$ cat config.mk
export PLATFORM = sky130hd
export DESIGN_NAME = fa_serial_add_ctrl
export DESIGN_NICKNAME = d
export VERILOG_FILES = /design/src/rtl/fa_ctrl_pkg.sv /design/src/rtl/add4_slice.sv /design/src/rtl/fa_serial_add_ctrl.sv
export SDC_FILE = /design/constraint.sdc
export NUM_CORES = 1
export LEC_CHECK = 0
export ABC_AREA = 1
export ABC_CLOCK_PERIOD_IN_PS = 2630
export CORE_ASPECT_RATIO = 0.5
export CORE_MARGIN = 10
export CORE_UTILIZATION = 40
export CTS_CLUSTER_SIZE = 10
export DETAILED_ROUTE_END_ITERATION = 10
export GPL_TIMING_DRIVEN = 0
export HOLD_SLACK_MARGIN = 0.1
export PLACE_DENSITY = 0.77
export REMOVE_ABC_BUFFERS = 1
export SYNTH_ARGS = -nofsm -noshare
export SYNTH_HDL_FRONTEND = slang
export SYNTH_SLANG_ARGS = --single-unit
$ cat constraint.sdc
create_clock -name clk -period 2.63 [get_ports clk]
set_input_delay 0.526 -clock clk [delete_from_list [all_inputs] [get_ports clk]]
set_output_delay 0.526 -clock clk [all_outputs]
set_load 0.03 [all_outputs]
$ cat src/rtl/fa_ctrl_pkg.sv
// Shared definitions for the nibble-serial adder controller: FSM encoding,
// slice width and the nibble-counter width helper.
package fa_ctrl_pkg;

    localparam int SLICE_W = 4;

    typedef enum logic [1:0] {
        IDLE = 2'd0,
        RUN  = 2'd1,
        DONE = 2'd2
    } state_t;

    // Width of a counter that indexes nibbles 0..nibbles-1; never narrower than 1 bit.
    function automatic int cnt_width(input int nibbles);
        if (nibbles <= 2) begin
            return 1;
        end
        return $clog2(nibbles);
    endfunction

endpackage

$ cat src/rtl/add4_slice.sv
// Combinational 4-bit adder slice with carry in/out, shared across all
// nibbles of a wide addition.
module add4_slice
    import fa_ctrl_pkg::*;
(
    input  logic [SLICE_W-1:0] a,
    input  logic [SLICE_W-1:0] b,
    input  logic               ci,
    output logic [SLICE_W-1:0] s,
    output logic               co
);

    assign {co, s} = {1'b0, a} + {1'b0, b} + {{SLICE_W{1'b0}}, ci};

endmodule

$ cat src/rtl/fa_serial_add_ctrl.sv
// Nibble-serial WIDTH-bit adder: one add4_slice is reused LSB nibble first,
// with the inter-nibble carry kept in a register.
module fa_serial_add_ctrl
    import fa_ctrl_pkg::*;
#(
    parameter int WIDTH = 16
) (
    input  logic             clk,
    input  logic             rst,
    input  logic             start,
    input  logic [WIDTH-1:0] a,
    input  logic [WIDTH-1:0] b,
    input  logic             ci,
    output logic             busy,
    output logic             done,
    output logic [WIDTH-1:0] s,
    output logic             co
);

    localparam int NIBBLES = WIDTH / SLICE_W;
    localparam int CW      = cnt_width(NIBBLES);
    localparam logic [CW-1:0] LAST_CNT = CW'(NIBBLES - 1);

    state_t            state_reg, state_next;
    logic [WIDTH-1:0]  a_reg, a_next;
    logic [WIDTH-1:0]  b_reg, b_next;
    logic              carry_reg, carry_next;
    logic [CW-1:0]     cnt_reg, cnt_next;
    logic [WIDTH-1:0]  s_reg, s_next;
    logic              co_reg, co_next;
    logic              accept;

    logic [SLICE_W-1:0] sl_a, sl_b, sl_s;
    logic               sl_co;

    assign sl_a = a_reg[SLICE_W*cnt_reg +: SLICE_W];
    assign sl_b = b_reg[SLICE_W*cnt_reg +: SLICE_W];

    add4_slice u_slice (
        .a  (sl_a),
        .b  (sl_b),
        .ci (carry_reg),
        .s  (sl_s),
        .co (sl_co)
    );

    // Each result nibble is cleared on an accepted start and written only in
    // the RUN cycle whose counter selects it; otherwise it holds.
    for (genvar gi = 0; gi < NIBBLES; gi++) begin : g_nib
        logic nib_we;
        assign nib_we = (state_reg == RUN) && (cnt_reg == CW'(gi));
        assign s_next[SLICE_W*gi +: SLICE_W] =
            accept ? {SLICE_W{1'b0}} :
            nib_we ? sl_s            :
                     s_reg[SLICE_W*gi +: SLICE_W];
    end

    always_comb begin
        state_next = state_reg;
        a_next     = a_reg;
        b_next     = b_reg;
        carry_next = carry_reg;
        cnt_next   = cnt_reg;
        co_next    = co_reg;
        accept     = 1'b0;
        case (state_reg)
            IDLE, DONE: begin
                if (start) begin
                    accept     = 1'b1;
                    state_next = RUN;
                    a_next     = a;
                    b_next     = b;
                    carry_next = ci;
                    cnt_next   = '0;
                    co_next    = 1'b0;
                end else begin
                    state_next = IDLE;
                end
            end
            RUN: begin
                carry_next = sl_co;
                if (cnt_reg == LAST_CNT) begin
                    co_next    = sl_co;
                    state_next = DONE;
                end else begin
                    cnt_next = cnt_reg + 1'b1;
                end
            end
            default: state_next = IDLE;
        endcase
    end

    always_ff @(posedge clk) begin
        if (rst) begin
            state_reg <= IDLE;
            a_reg     <= '0;
            b_reg     <= '0;
            carry_reg <= 1'b0;
            cnt_reg   <= '0;
            s_reg     <= '0;
            co_reg    <= 1'b0;
        end else begin
            state_reg <= state_next;
            a_reg     <= a_next;
            b_reg     <= b_next;
            carry_reg <= carry_next;
            cnt_reg   <= cnt_next;
            s_reg     <= s_next;
            co_reg    <= co_next;
        end
    end

    assign busy = (state_reg == RUN);
    assign done = (state_reg == DONE);
    assign s    = s_reg;
    assign co   = co_reg;

endmodule

==> impl_metrics.toml <==
[yosys]
synth_top_family_by_area = "simple AND/OR/NAND/NOR gates"
synth-seq-cells = 54
avgSynthCellArea_um2 = 7.475
syn_inst = 312
synthMuxAreaShare_pct = 0
ys_types = 24
synth_compound_area_share_pct = 19.21
synthXorXnorAreaFrac_pct = 0.3755
synth.cell_area_um2 = 2332
ys_seq_area_share_pct = 46.35
synth_fa_ha_area_share_pct = 5.472
synthSimpleGateAreaFrac_pct = 22.21
yosysWarnings = 0

[drt]
drt_pass1_iterations = 5
drc = 0
totalWireLength_um = 5773
drt.antenna.violating_nets = 0
viasPerCell = 5.016
wire_per_inst_um = 13.33
vias = 2172
drtIter0Drc = 194

[place]
io_buffers = 54
place_hpwl_um = 4169
routabilityCongestion = 0.7802
dp.cells = 425

[job]
drv_cap = 0

[finish]
final_util_pct = 55.04
drive_gt1_share_pct = 3.889
multi_input_area_um2 = 1102
instances_no_fill = 433
n_fill_cell = 529
seq_area_um2 = 1082
areaGrowthSynthToFinish_pct = 31.28
nets = 404
antenna_cells = 0

[power_and_ir_drop]
power.switching_uw = 542.7
power_frac_comb_pct = 18.8
pwr-share-seq_pct = 44.9
ir_worst_vdd_v = 0.0002896
p_total_mw = 2.022
p_leak_nw = 1.261
power_density_nw_per_um2 = 660.4
p_int_mw = 1.479
clkPwrFrac_pct = 36.3
switching_share_pct = 26.84

[critical_path]
critPathLaunch = "cnt_reg[1]$_SDFFE_PP0P_"
cp-start-kind = "flip-flop"
cp.required_ns = 2.84
r2r_start = "cnt_reg[1]$_SDFFE_PP0P_"
setup.worst_path.end = "s[6]$_SDFFE_PP0P_"
end_kind = "flip-flop"
cpMostUsedCell = "inv_1"
reg2reg_to = "s[6]$_SDFFE_PP0P_"
cp.arrival_ns = 2.65
worst-path-max-fanout = 12
slowest_stage = "dfxtp_1"
slowest_delay_ns = 0.59
path_cells = "clkinv_1, nand3_1, and2_1, inv_1, fa_1, xnor2_1, inv_1, a21oi_1"
reg2regPathDepth = 8
ff2ff_setup_slack_ns = 0.20
path_class = "flip-flop to flip-flop"

[worst_hold_path]
hold_class = "flip-flop to flip-flop"

[global_routing]
grt_util_all_layers_pct = 12.41
grt_max_degree = 37
overflow = 0
grt_pass1_vias = 2098
grt_pass1_wl_um = 9798
grt_antenna_before_repair = 0

[floorplanning]
rows = 19
die_h_um = 74.00
die-area_um2 = 9470
die_x_um = 128.0
io_pins = 55
initial_core_util_pct = 41.93
coreArea_um2 = 5563

[sta]
finalCritPeriodShare_pct = 92.58
rsz0062_at_grt = "no"
hold_violations = 0
relSlewSlack_pct = 46.92
finalClockSkew_ns = 0.004048
max_freq_mhz = 410.7
hold_ws_ns = 0.4806
fin_crit_ns = 2.435
worstMarginPinSlew_ns = 0.7954
maxSlewViolCount = 0
setup_viol = 0

[run_status]
outcome = "finished clean"

[clock_tree]
clk_latency_ns = 0.29
cts_sinks = 54
cts_tree = "done"
root_buffer = "clkbuf_16"
htreeDepth = 2
clk_path_buf_depth = 2
hold_buffers = 0
clk_pin_slew_ns = 0.07
cts_buffers = 5
area by class of cell:
cell class	instances	area share (%)
multi-input combinational	223	36.00
sequential	54	35.35
timing repair buffer	54	17.65
clock buffer	5	4.087
tap	73	2.983
inverter	21	2.615
clock inverter	3	1.308
per-stage QoR:
step           TNS [ns]  area, µm²  setup WS (ns)
4_1_cts               0       3060       0.004948
2_1_floorplan         0       2262         0.3742
3_5_place_dp     -2.811       2894        -0.2625
6_report              0       3062         0.1951
5_1_grt               0       3062      0.0004845
3_3_place_gp     -1.751       2894        -0.1726
routing by layer:
metal  wire length (µm)  GRT usage [%]  part of all wire (%)  up-vias
li1                   -              -                     -     1109
met1               2475          14.43                    43     1002
met2               2841          22.04                    49       52
met3                383          3.333                   6.6        9
met4                 72          4.218                   1.2        0
met5                  0              0                     0        -
power groups by stage:
stage               clock (mW)  combinational (mW)  sequential (mW)
global placement             0               0.365            0.924
finish                   0.734               0.379            0.909
detailed placement           0               0.378            0.927
global route             0.770               0.429            0.917
CTS                      0.739               0.381            0.908
floorplan                    0               0.227            0.932
layout by cell type (no fill, tap or decap):
cell type,synthesis,layout
a21oi_1,17,17
and2_1,2,2
bufinv_16,0,1
clkbuf_16,0,5
clkdlybuf4s50_1,0,54
clkinv_1,2,1
clkinv_2,0,3
dfxtp_1,54,53
dfxtp_2,0,1
fa_1,2,2
ha_1,7,7
inv_1,17,17
inv_2,2,2
nand2_1,24,24
nand2_4,1,1
nand3_1,11,11
nand3b_1,1,1
nor2_1,88,88
nor2_4,1,1
o21a_1,4,4
o21ai_0,55,55
o21ai_1,3,3
o22a_1,2,2
o22ai_1,4,4
xnor2_1,1,1
worst max-delay path, delay by kind of cell (launching register included):
kind | cells | cell delay [ns]
AOI/OAI and AO/OA | 1 | 0.19
xor gates and xnor gates | 1 | 0.19
adders and majority gates | 1 | 0.45
buffers and inverters | 3 | 0.58
DFF | 1 | 0.59
and+or+nand+nor | 2 | 0.35
synth_stat cells:
cell type  instances  area [µm²]
a21oi_1           17       85.08
and2_1             2       12.51
buf_2              5       25.02
buf_4              1       7.510
buf_6              1       11.26
clkbuf_1           7       26.28
clkinv_1           2       7.510
dfxtp_1           54        1081
fa_1               2       40.04
ha_1               7       87.58
inv_1             17       63.81
inv_2              2       7.510
nand2_1           24       90.09
nand2_4            1       11.26
nand3_1           11       55.05
nand3b_1           1       7.510
nor2_1            88       330.3
nor2_4             1       11.26
o21a_1             4       30.03
o21ai_0           55       275.3
o21ai_1            3       15.01
o22a_1             2       17.52
o22ai_1            4       25.02
xnor2_1            1       8.760
repair_timing:
action,4_1_cts,5_1_grt
resized for setup,1,1
setup endpoints to repair,18,18
setup buffers,0,0
worst min-delay path by stage:
stage,startpoint,endpoint,cells after the start
after floorplan,a_reg[8]$_SDFFE_PP0P_,a_reg[8]$_SDFFE_PP0P_,2
after global placement,a_reg[4]$_SDFFE_PP0P_,a_reg[4]$_SDFFE_PP0P_,2
after detailed placement,b_reg[8]$_SDFFE_PP0P_,b_reg[8]$_SDFFE_PP0P_,2
after CTS,b_reg[8]$_SDFFE_PP0P_,b_reg[8]$_SDFFE_PP0P_,2
after global routing,a_reg[11]$_SDFFE_PP0P_,a_reg[11]$_SDFFE_PP0P_,2
final,b_reg[8]$_SDFFE_PP0P_,b_reg[8]$_SDFFE_PP0P_,2
kinds of logic (layout without fill, tap and decap cells):
group / count (synthesis) / count (layout)
fa+ha+maj: 9 / 9
buf+inv: 35 / 83
compound gates: 85 / 85
simple gates: 128 / 128
flops: 54 / 54
xor+xnor: 1 / 1
Note: power is estimated with default switching activity, not from simulation.
